==> config.mk <==
export PLATFORM = sky130hd
export DESIGN_NAME = btn_click_decoder_flat
export DESIGN_NICKNAME = d
export VERILOG_FILES = /design/src/rtl/btn_pkg.sv /design/src/rtl/btn_click_decoder_if.sv /design/src/rtl/click_window_timer.sv /design/src/rtl/btn_click_decoder.sv /design/src/flat_wrapper.sv
export SDC_FILE = /design/constraint.sdc
export NUM_CORES = 1
export LEC_CHECK = 0
export ABC_AREA = 0
export BUFFER_PORTS_ARGS = -buffer_cell sky130_fd_sc_hd__clkbuf_2
export CAP_MARGIN = 20
export CORE_ASPECT_RATIO = 2
export CORE_MARGIN = 8
export CORE_UTILIZATION = 29
export CTS_CLUSTER_DIAMETER = 100
export DETAILED_ROUTE_END_ITERATION = 8
export PLACE_DENSITY = 0.49
export REMOVE_ABC_BUFFERS = 1
export SYNTH_ARGS = -nofsm -noshare
export SYNTH_HDL_FRONTEND = slang
export SYNTH_SLANG_ARGS = --single-unit
==> constraint.sdc <==
create_clock -name clk -period 2.4 [get_ports clk]
set_input_delay 0.48 -clock clk [delete_from_list [all_inputs] [get_ports clk]]
set_output_delay 0.48 -clock clk [all_outputs]
set_load 0.02 [all_outputs]
==> src/rtl/btn_pkg.sv <==
// Shared state encoding and click event codes for the button gesture decoder.
// The LCD controller imports the same event constants.
package btn_pkg;

    typedef enum logic [1:0] {
        IDLE  = 2'd0,
        COUNT = 2'd1,
        EMIT  = 2'd2
    } state_t;

    localparam logic [1:0] EVT_NONE   = 2'b00;
    localparam logic [1:0] EVT_SINGLE = 2'b01;
    localparam logic [1:0] EVT_DOUBLE = 2'b10;
    localparam logic [1:0] EVT_TRIPLE = 2'b11;

    // Click count increment that holds at the ceiling instead of wrapping.
    function automatic logic [1:0] sat_inc(input logic [1:0] cnt, input logic [1:0] ceiling);
        return (cnt >= ceiling) ? cnt : cnt + 2'd1;
    endfunction

endpackage

==> src/rtl/btn_click_decoder_if.sv <==
// Pulse-in / event-out bundle between the debouncer, the click decoder and its consumer.
interface btn_click_decoder_if;

    logic       btn_pulse;
    logic       evt_valid;
    logic [1:0] evt_code;
    logic       busy;

    modport master (
        output btn_pulse,
        input  evt_valid,
        input  evt_code,
        input  busy
    );

    modport slave (
        input  btn_pulse,
        output evt_valid,
        output evt_code,
        output busy
    );

endinterface

==> src/rtl/click_window_timer.sv <==
// Inter-click window counter: cleared on demand, counts while enabled and
// parks at WINDOW_TICKS-1 where expired_o is flagged.
module click_window_timer #(
    parameter int unsigned WINDOW_TICKS = 25_000_000
) (
    input  logic clk,
    input  logic rst,
    input  logic clear_i,
    input  logic enable_i,
    output logic expired_o
);

    localparam int unsigned TW = $clog2(WINDOW_TICKS);
    localparam logic [TW-1:0] LAST = TW'(WINDOW_TICKS - 1);

    logic [TW-1:0] count_q;
    logic [TW-1:0] count_d;

    assign expired_o = (count_q == LAST);

    always_comb begin
        count_d = count_q;
        if (clear_i) begin
            count_d = '0;
        end else if (enable_i && !expired_o) begin
            count_d = count_q + TW'(1);
        end
    end

    always_ff @(posedge clk) begin
        if (rst) begin
            count_q <= '0;
        end else begin
            count_q <= count_d;
        end
    end

endmodule

==> src/rtl/btn_click_decoder.sv <==
// Groups debounced button pulses into single/double/triple click gestures and
// strobes one registered event code per completed gesture.
module btn_click_decoder
    import btn_pkg::*;
#(
    parameter int unsigned WINDOW_TICKS = 25_000_000,
    parameter int unsigned MAX_CLICKS   = 3
) (
    input  logic                 clk,
    input  logic                 rst,
    btn_click_decoder_if.slave   bus
);

    localparam logic [1:0] MAX_CNT = 2'(MAX_CLICKS);

    state_t     state_q;
    logic [1:0] click_cnt_q;
    logic       evt_valid_q;
    logic [1:0] evt_code_q;
    logic       busy_q;

    logic       expired;
    logic       tmr_clear;
    logic       tmr_enable;
    logic [1:0] cnt_inc;

    assign cnt_inc    = sat_inc(click_cnt_q, MAX_CNT);
    assign tmr_enable = (state_q == COUNT);
    // Outside COUNT the timer is held at zero so every new gesture starts a fresh window.
    assign tmr_clear  = bus.btn_pulse || (state_q != COUNT);

    click_window_timer #(
        .WINDOW_TICKS (WINDOW_TICKS)
    ) u_timer (
        .clk       (clk),
        .rst       (rst),
        .clear_i   (tmr_clear),
        .enable_i  (tmr_enable),
        .expired_o (expired)
    );

    always_ff @(posedge clk) begin
        if (rst) begin
            state_q     <= IDLE;
            click_cnt_q <= 2'd0;
            evt_valid_q <= 1'b0;
            evt_code_q  <= EVT_NONE;
            busy_q      <= 1'b0;
        end else begin
            evt_valid_q <= (state_q == EMIT);
            evt_code_q  <= (state_q == EMIT) ? click_cnt_q : EVT_NONE;
            busy_q      <= (state_q == COUNT);

            case (state_q)
                IDLE: begin
                    if (bus.btn_pulse) begin
                        state_q     <= COUNT;
                        click_cnt_q <= 2'd1;
                    end
                end
                COUNT: begin
                    // A pulse coinciding with expiry still extends the gesture.
                    if (bus.btn_pulse) begin
                        click_cnt_q <= cnt_inc;
                        if (cnt_inc == MAX_CNT) begin
                            state_q <= EMIT;
                        end
                    end else if (expired) begin
                        state_q <= EMIT;
                    end
                end
                EMIT: begin
                    if (bus.btn_pulse) begin
                        state_q     <= COUNT;
                        click_cnt_q <= 2'd1;
                    end else begin
                        state_q     <= IDLE;
                        click_cnt_q <= 2'd0;
                    end
                end
                default: begin
                    state_q     <= IDLE;
                    click_cnt_q <= 2'd0;
                end
            endcase
        end
    end

    assign bus.evt_valid = evt_valid_q;
    assign bus.evt_code  = evt_code_q;
    assign bus.busy      = busy_q;

endmodule
==> src/flat_wrapper.sv <==
// flat-port wrapper written by rule: the top's interface ports become plain ports
module btn_click_decoder_flat import btn_pkg::*;
#(
    parameter int unsigned WINDOW_TICKS = 25_000_000,
    parameter int unsigned MAX_CLICKS   = 3
)
  (clk, rst, bus_btn_pulse, bus_evt_valid, bus_evt_code, bus_busy);
  btn_click_decoder_if bus_i ();
  input  logic clk;
  input  logic rst;
  input wire logic [$bits(bus_i.btn_pulse)-1:0] bus_btn_pulse;
  output wire logic [$bits(bus_i.evt_valid)-1:0] bus_evt_valid;
  output wire logic [$bits(bus_i.evt_code)-1:0] bus_evt_code;
  output wire logic [$bits(bus_i.busy)-1:0] bus_busy;
  assign bus_i.btn_pulse = bus_btn_pulse;
  assign bus_evt_valid = bus_i.evt_valid;
  assign bus_evt_code = bus_i.evt_code;
  assign bus_busy = bus_i.busy;
  btn_click_decoder #(.WINDOW_TICKS(WINDOW_TICKS), .MAX_CLICKS(MAX_CLICKS)) u_core (.clk(clk), .rst(rst), .bus(bus_i));
endmodule
* Word level (Yosys, flattened, before mapping) *
Index checks and enable logic that the tools add are counted.

storage, ports and cells
  register bits = 33
  output and inout port bits = 4
  bits of input ports = 3
  word-level logic and storage cells = 36

cells by class
  bitwise operators = 1
  magnitude comparators = 1
  multiplexer cells = 9
  equal/unequal tests = 9
  $add $sub $neg = 2
  reductions and logical operators = 8

operators with widths
  kind                                                    count
  adder 25 x 1 -> 25 bit (second input constant)          1
  == test 25 bit (second input constant)                  1
  2-to-1 mux 2 bit                                        6
  one-hot mux 2 bit (3 select lines)                      2
  inequality test 3 x 2 -> 1 bit (second input constant)  2
  == test 2 bit (second input constant)                   2
  inequality test 2 bit (second input constant)           2
  OR reduction 2 bit                                      2
  AND reduction 3 bit                                     1
  adder 2 x 1 -> 2 bit (second input constant)            1
  == test 2 x 1 -> 1 bit (second input constant)          1
  >= comparator 2 bit (second input constant)             1
  zero test 2 bit                                         1
  inequality test 2 x 1 -> 1 bit (second input constant)  1
  AND reduction 2 bit                                     1
  logical AND 1 bit                                       1
  zero test 1 bit                                         1
  logical OR 1 bit                                        1
  2-to-1 mux 1 bit                                        1
  inverter 1 bit                                          1

* Depth between registers and ports, before layout *
Gate-level depths: netlist of the first run.

  word-level depth = 6
  depth in mapped cells = 7
  mapped depth without buffers = 5

* By module *
Synthesis of the first run repeated with hierarchy kept, for this count alone.

second synthesis, totals
  cell total of the unflattened synthesis = 185
  area, all modules = 1,621.6 um2

modules (own cells, without submodules)
  module              area an instance (um2)  cells each  instances  sequential area each (um2)
  click_window_timer  1,307.5                 156         1          500.5
  btn_click_decoder   314.1                   29          1          160.2

* Worst setup path before layout of the first run *
No wires, ideal clock.

  kind = input to register
  from = in bus_btn_pulse
  to = reg u_core.u_timer.count_q[11]
  path buffers = 4
  stages on the path = 6
  data arrival time = 1,891 ps
  required time = 2,330 ps
  slack = 439 ps
  cell sequence = clkbuf_1 or4b_2 clkbuf_1 clkbuf_1 buf_2 a21oi_1

on the way
  longest elaborated chain between the ends = 2

RTL lines
  what                          RTL line                  text
  start: declaration            flat_wrapper.sv:11        input wire logic [$bits(bus_i.btn_pulse)-1:0] bus_btn_pulse;
  logical OR 1 bit              btn_click_decoder.sv:30   assign tmr_clear = bus.btn_pulse || (state_q != COUNT);
  OR reduction 2 bit (no line)  n/a
  end signal: assignment        click_window_timer.sv:34  count_q <= count_d;
  end: declaration              click_window_timer.sv:16  logic [TW-1:0] count_q;

Every way passes these cells.
A chain may end at the register's enable or synchronous reset.

* Worst setup path in the final report of the first run *
  from = reg u_core.u_timer.count_q[0]
  to = reg u_core.u_timer.count_q[20]

on the way
  longest elaborated chain between the ends = 3
  elaborated cells between the ends (all ways) = 4
  classes of those cells = 1 x add/sub; 1 x eq/ne; 2 x reduce/logical

RTL lines
  what
  branches (longest 3 deep; another with adder 25 x 1 -> 25 bit)

Parallel ways; which one is timed is not known.

==> results.py, run 1 <==
metrics = {
    "timing": {
        "tightest_slew_ns": 0.354,
        "timing.final.crit_period_ns": 2.18,
        "fmax_mhz": 458,
        "setup_viol": 0,
        "slew_violations": 0,
        "tns_ns": 0,
        "relSlewSlack_pct": 75.8,
        "fin_crit_sh_pct": 90.9,
        "rsz0062_at_grt": "no",
        "hold_viol": 0,
        "finClkSkew_ns": 0.00450,
    },
    "detailed_routing": {
        "drc": 0,
        "wl_per_cell_um": 14.0,
        "drt_pass1_iterations": 4,
        "viasPerCell": 5.54,
        "antenna_left": 0,
        "routed_wirelength_mm": 3.64,
        "drtIter0Drc": 61,
        "via_count": 1445,
    },
    "clock_tree": {
        "cts_sinks": 33,
        "cts_resized": 0,
        "cts_setup_buffers": 0,
        "h-tree-depth": 2,
        "cts_tree": "done",
        "cts_root_buf": "clkbuf_16",
        "cts_hold_buffers": 0,
        "cts_made_buffers": 5,
        "worstSkewPairLatency_ns": 0.27,
        "clockBufferDepth": 2,
        "cts.clk_slew.worst_paths_ns": 0.05,
    },
    "grt": {
        "grt_pass1_wl_mm": 6.42,
        "antenna_found_initial": 0,
        "grt_max_degree": 16,
        "grt_pass1_vias": 1357,
        "track_usage_pct": 9.18,
        "grt_overflow": 0,
    },
    "final_layout": {
        "area_growth_pct": 13.9,
        "diodes": 0,
        "nNetsFinal": 203,
        "final_common_cell": "dfxtp_1",
        "layout_common_cells": "dfxtp_1 (33), a21oi_1 (18), nand2_1 (17), nor2_1 (13), o21ai_0 (10)",
        "register_area_sq_um": 661,
        "fillers": 618,
        "drive_gt1_share_pct": 13.5,
        "multiInputGateArea_sq_um": 912,
    },
    "placed_design": {
        "gp_congestion": 0.787,
        "hpwlAfterDp_mm": 2.61,
        "port_buffers": 6,
    },
    "worst_hold_path": {
        "min_delay_path_depth": 2,
        "hold_class": "flip-flop to flip-flop",
    },
    "power_and_ir_drop": {
        "p_total_w": 0.00126,
        "intPower_w": 0.00100,
        "power.density_mw_per_mm2": 674,
        "sw_frac_of_total_pct": 20.2,
        "seq_power_share_pct": 44.4,
        "pwr-share-comb_pct": 3.0,
        "ir_drop_v": 0.000611,
        "p_clk_share_pct": 52.6,
        "leakage_nw": 0.559,
        "switchingPower_w": 0.000254,
    },
    "critical_path": {
        "crit_path_end_kind": "flip-flop",
        "rr_worst_depth": 5,
        "critPathKind": "flip-flop to flip-flop",
        "critPathRequiredTime_ns": 2.61,
        "path_max_fanout": 13,
        "arrival_ns": 2.39,
        "start_kind": "flip-flop",
    },
    "floorplanning": {
        "core.rowCount": 39,
        "io_pins": 7,
        "initial_utilization_pct": 29.5,
        "die_w_um": 69.2,
        "die_area_sq_mm": 0.00846,
        "die_y_um": 122,
        "core_sq_mm": 0.00556,
    },
    "yosys": {
        "yosysWarnings": 0,
        "syn-mean-instance-area_sq_um": 8.41,
        "synth.distinct_cells": 41,
        "synth.cell_area_sq_mm": 0.00164,
        "ys_ff_latch": 33,
        "netlist_instances": 195,
        "synth-seq-area-share_pct": 40.3,
    },
    "run_status": {
        "outcome": "complete, no violations",
    },
    "flow_run": {
        "maxCapViolCount": 0,
    },
}
==> Yosys cell counts (all sizes together) <==
cell type,number,share of area [%]
dfxtp,33,40
a21oi,18,5.5
nand2,17,3.9
nor2,13,3.0
o21ai,10,3.1
nand3,9,3.1
nand4,9,3.8
o31ai,8,3.7
or4,8,3.9
clkbuf,7,1.6
and4,6,3.3
nor4,6,2.3
nor3,5,1.5
xnor2,5,2.7
buf,4,1.5
inv,4,0.92
or2,4,1.5
or3,4,1.6
a2111o,3,2.1
a211oi,3,1.4
and2,3,1.1
nor2b,3,1.1
mux2i,2,1.2
o21a,2,0.92
a2111oi,1,0.53
ha,1,0.76
mux2,1,0.69
nand2b,1,0.38
nand3b,1,0.46
nor4bb,1,0.61
o211ai,1,0.46
o311ai,1,0.53
or4b,1,0.61
==> power groups by stage <==
stage,logic (W),registers (W),clock network (W)
3_5_place_dp,0.0000375,0.000571,0
3_3_place_gp,0.0000376,0.000571,0
4_1_cts,0.0000378,0.000559,0.000680
6_report,0.0000375,0.000559,0.000662
5_1_grt,0.0000420,0.000560,0.000701
2_1_floorplan,0.0000215,0.000571,0
==> per-stage QoR <==
step | setup WS, ns | utilization (%) | hold WS (ns) | cell area, sq um | instances
2_1_floorplan | 0.379 | - | 0.439 | 1590 | 184
3_3_place_gp | 0.277 | 30.7 | 0.455 | 1710 | 253
3_5_place_dp | 0.233 | 30.7 | 0.471 | 1710 | 253
4_1_cts | 0.216 | 33.6 | 0.475 | 1870 | 261
5_1_grt | 0.0723 | 33.6 | 0.489 | 1870 | 261
6_report | 0.218 | 33.6 | 0.473 | 1870 | 261
==> kinds of logic after synthesis <==
kind of cell    count (synthesis)  synth area share [%]
simple gates                   91                  32.2
xor+xnor                        5                  2.67
buf+inv                        15                  4.05
flops                          33                  40.3
mux                             3                  1.91
compound gates                 47                  18.1
fa+ha+maj                       1                 0.763
==> area by class of cell <==
cell class	instances	area share, %
Clock buffer	7	8.18
Multi-Input combinational cell	147	48.9
Inverter	4	0.804
Clock inverter	1	0.268
Tap cell	61	4.09
Sequential cell	33	35.4
Timing Repair Buffer	8	2.41
==> path summary, 6_finish.rpt <==
kind	startpoint	end	slack (ns)
max reg2reg	u_core.u_timer.count_q[0]$_SDFFE_PP0P_	u_core.u_timer.count_q[20]$_SDFFE_PP0P_	0.22
max	u_core.u_timer.count_q[0]$_SDFFE_PP0P_	u_core.u_timer.count_q[20]$_SDFFE_PP0P_	0.22
min	u_core.u_timer.count_q[24]$_SDFFE_PP0P_	u_core.u_timer.count_q[24]$_SDFFE_PP0P_	0.47
min reg2reg	u_core.u_timer.count_q[24]$_SDFFE_PP0P_	u_core.u_timer.count_q[24]$_SDFFE_PP0P_	0.47
==> flip-flops by register name, indices dropped and copies added, names as in the netlist <==
register and count:
u_core.state_q 2, u_core.u_timer.count_q 25, u_core.click_cnt_q 2, u_core.bus.evt_code 2, u_core.bus.evt_valid 1, u_core.bus.busy 1
==> routing by layer <==
metal	track usage (%)	up-vias	wire (um)
met3	2.51	5	111
met1	10.9	677	1780
met2	14.3	20	1660
met4	5.81	0	93
li1	-	743	-
met5	0	-	0
==> critical path, cell delays in order (launching register included) <==
cell and delay, ns:
dfxtp_1 0.38, ha_1 0.26, nand4_2 0.15, or4_4 0.65
or4_1 0.53, a21oi_1 0.15
Note: power is estimated with default switching activity, not from simulation.
==> run 2: changes to the inputs <==
- CORE_UTILIZATION: 29 -> 40
- PLACE_DENSITY: 0.49 -> 0.61
==> results.py, run 2 (synthesis gave the netlist of run 1 again) <==
metrics = {
    "floorplanning": {
        "io_pins": 7,
        "core_sq_mm": 0.00401,
        "die_area_sq_mm": 0.00653,
        "die_w_um": 61.3,
        "core.rowCount": 33,
        "die_y_um": 107,
        "initial_utilization_pct": 40.9,
    },
    "clock_tree": {
        "worstSkewPairLatency_ns": 0.28,
        "cts.clk_slew.worst_paths_ns": 0.07,
        "h-tree-depth": 2,
        "cts_sinks": 33,
        "cts_tree": "done",
        "cts_made_buffers": 5,
        "cts_hold_buffers": 0,
        "cts_setup_buffers": 0,
        "clockBufferDepth": 2,
        "cts_root_buf": "clkbuf_8",
        "cts_resized": 0,
    },
    "timing": {
        "tns_ns": 0,
        "slew_violations": 0,
        "relSlewSlack_pct": 72.7,
        "setup_viol": 0,
        "finClkSkew_ns": 0.00346,
        "fin_crit_sh_pct": 92.0,
        "fmax_mhz": 453,
        "setup_ws_ns": 0.192,
        "rsz0062_at_grt": "no",
        "hold_viol": 0,
        "timing.final.crit_period_ns": 2.21,
        "tightest_slew_ns": 0.410,
    },
    "detailed_routing": {
        "drc": 0,
        "drt_pass1_iterations": 4,
        "wl_per_cell_um": 13.9,
        "via_count": 1455,
        "drtIter0Drc": 70,
        "routed_wirelength_mm": 3.51,
        "viasPerCell": 5.75,
        "antenna_left": 0,
    },
    "power_and_ir_drop": {
        "p_clk_share_pct": 43.6,
        "ir_drop_v": 0.000405,
        "power.density_mw_per_mm2": 584,
        "intPower_w": 0.000824,
        "switchingPower_w": 0.000232,
        "seq_power_share_pct": 52.9,
        "leakage_nw": 0.538,
        "pwr-share-comb_pct": 3.5,
        "sw_frac_of_total_pct": 21.9,
    },
    "final_layout": {
        "top_register": "u_core.u_timer.count_q",
        "largest_reg_flops": 25,
        "nNetsFinal": 204,
        "fin_util_pct": 45.1,
        "area_growth_pct": 10.2,
        "fin_cells": 253,
        "layout_common_cells": "dfxtp_1 (33), a21oi_1 (18), nand2_1 (17), nor2_1 (13), o21ai_0 (10)",
        "diodes": 0,
        "drive_gt1_share_pct": 13.9,
        "final_common_cell": "dfxtp_1",
        "finalInstanceArea_sq_mm": 0.00181,
    },
    "critical_path": {
        "critPathRequiredTime_ns": 2.61,
        "start_kind": "flip-flop",
        "r2r-start": "u_core.u_timer.count_q[0]$_SDFFE_PP0P_",
        "cp_cell_sequence": "ha_1 > nand4_2 > or4_4 > or4_1 > a21oi_1",
        "max_stage_delay_ns": 0.65,
        "critPathKind": "flip-flop to flip-flop",
        "rr_endpoint": "u_core.u_timer.count_q[20]$_SDFFE_PP0P_",
        "crit_slowest_cell": "or4_4",
        "path_max_fanout": 13,
        "crit_path_end_kind": "flip-flop",
        "rr_worst_depth": 5,
        "r2r_setup_slack_ns": 0.19,
        "arrival_ns": 2.42,
    },
    "placed_design": {
        "place_area_sq_mm": 0.00171,
        "hpwlAfterDp_mm": 2.51,
        "dp_cells": 245,
        "dp_slack_ns": 0.213,
        "gp_congestion": 0.801,
        "port_buffers": 6,
    },
    "grt": {
        "antenna_found_initial": 0,
        "grt_pass1_vias": 1362,
        "grt_overflow": 0,
        "grt_pass1_wl_mm": 6.21,
        "grt_max_degree": 17,
        "track_usage_pct": 12.1,
    },
    "worst_hold_path": {
        "hold_class": "input pin to flip-flop",
        "hold_start": "rst",
        "worstHoldEndpoint": "u_core.click_cnt_q[0]$_SDFFE_PP0P_",
        "min_delay_path_depth": 2,
    },
    "flow_run": {
        "maxCapViolCount": 0,
    },
    "run_status": {
        "outcome": "complete, no violations",
    },
}
-- run 2: per-layer routing --
layer	global-route usage [%]	vias to the layer above	wire [um]
met5	0	-	0
met4	6.55	0	79
met3	2.78	5	139
met2	18.9	29	1650
met1	14.5	681	1640
li1	-	740	-
-- run 2: power by group through the flow --
stage | combinational, W | sequential (W) | clock [W]
finish | 0.0000372 | 0.000558 | 0.000460
floorplan | 0.0000215 | 0.000571 | 0
global placement | 0.0000369 | 0.000571 | 0
CTS | 0.0000374 | 0.000558 | 0.000470
detailed placement | 0.0000372 | 0.000571 | 0
global route | 0.0000423 | 0.000559 | 0.000489
-- run 2: area by class of cell --
cell class | count | area, sq um
Fill cell | 397 | 2200
Multi-Input combinational cell | 147 | 912
Sequential cell | 33 | 661
Clock buffer | 7 | 96.3
Tap cell | 52 | 65.1
Timing Repair Buffer | 9 | 52.6
Inverter | 4 | 15.0
Clock inverter | 1 | 5.00
-- run 2: stage by stage --
| step | power, W | hold slack, ns |
|---|---|---|
| after floorplan | 0.000592 | 0.439 |
| after global placement | 0.000607 | 0.455 |
| after detailed placement | 0.000608 | 0.470 |
| after CTS | 0.00107 | 0.467 |
| after global routing | 0.00109 | 0.485 |
| final | 0.00106 | 0.472 |
-- run 2: how the worst max path moves through the flow --
| stage | end | slack, ns | startpoint | cells after the start |
|---|---|---|---|---|
| 2_1_floorplan | u_core.u_timer.count_q[20]$_SDFFE_PP0P_ | 0.38 | u_core.u_timer.count_q[0]$_SDFFE_PP0P_ | 5 |
| 3_3_place_gp | u_core.u_timer.count_q[20]$_SDFFE_PP0P_ | 0.29 | u_core.u_timer.count_q[0]$_SDFFE_PP0P_ | 5 |
| 3_5_place_dp | u_core.u_timer.count_q[20]$_SDFFE_PP0P_ | 0.21 | u_core.u_timer.count_q[0]$_SDFFE_PP0P_ | 5 |
| 4_1_cts | u_core.u_timer.count_q[20]$_SDFFE_PP0P_ | 0.19 | u_core.u_timer.count_q[0]$_SDFFE_PP0P_ | 5 |
| 5_1_grt | u_core.u_timer.count_q[20]$_SDFFE_PP0P_ | 0.09 | u_core.u_timer.count_q[0]$_SDFFE_PP0P_ | 5 |
| 6_report | u_core.u_timer.count_q[20]$_SDFFE_PP0P_ | 0.19 | u_core.u_timer.count_q[0]$_SDFFE_PP0P_ | 5 |
-- run 2: worst max-delay path: cells and delay by family, from the launching register on --
family          cells  cell delay, ns
simple gates        3            1.33
compound gates      1            0.16
fa+ha+maj           1            0.25
flops               1            0.40
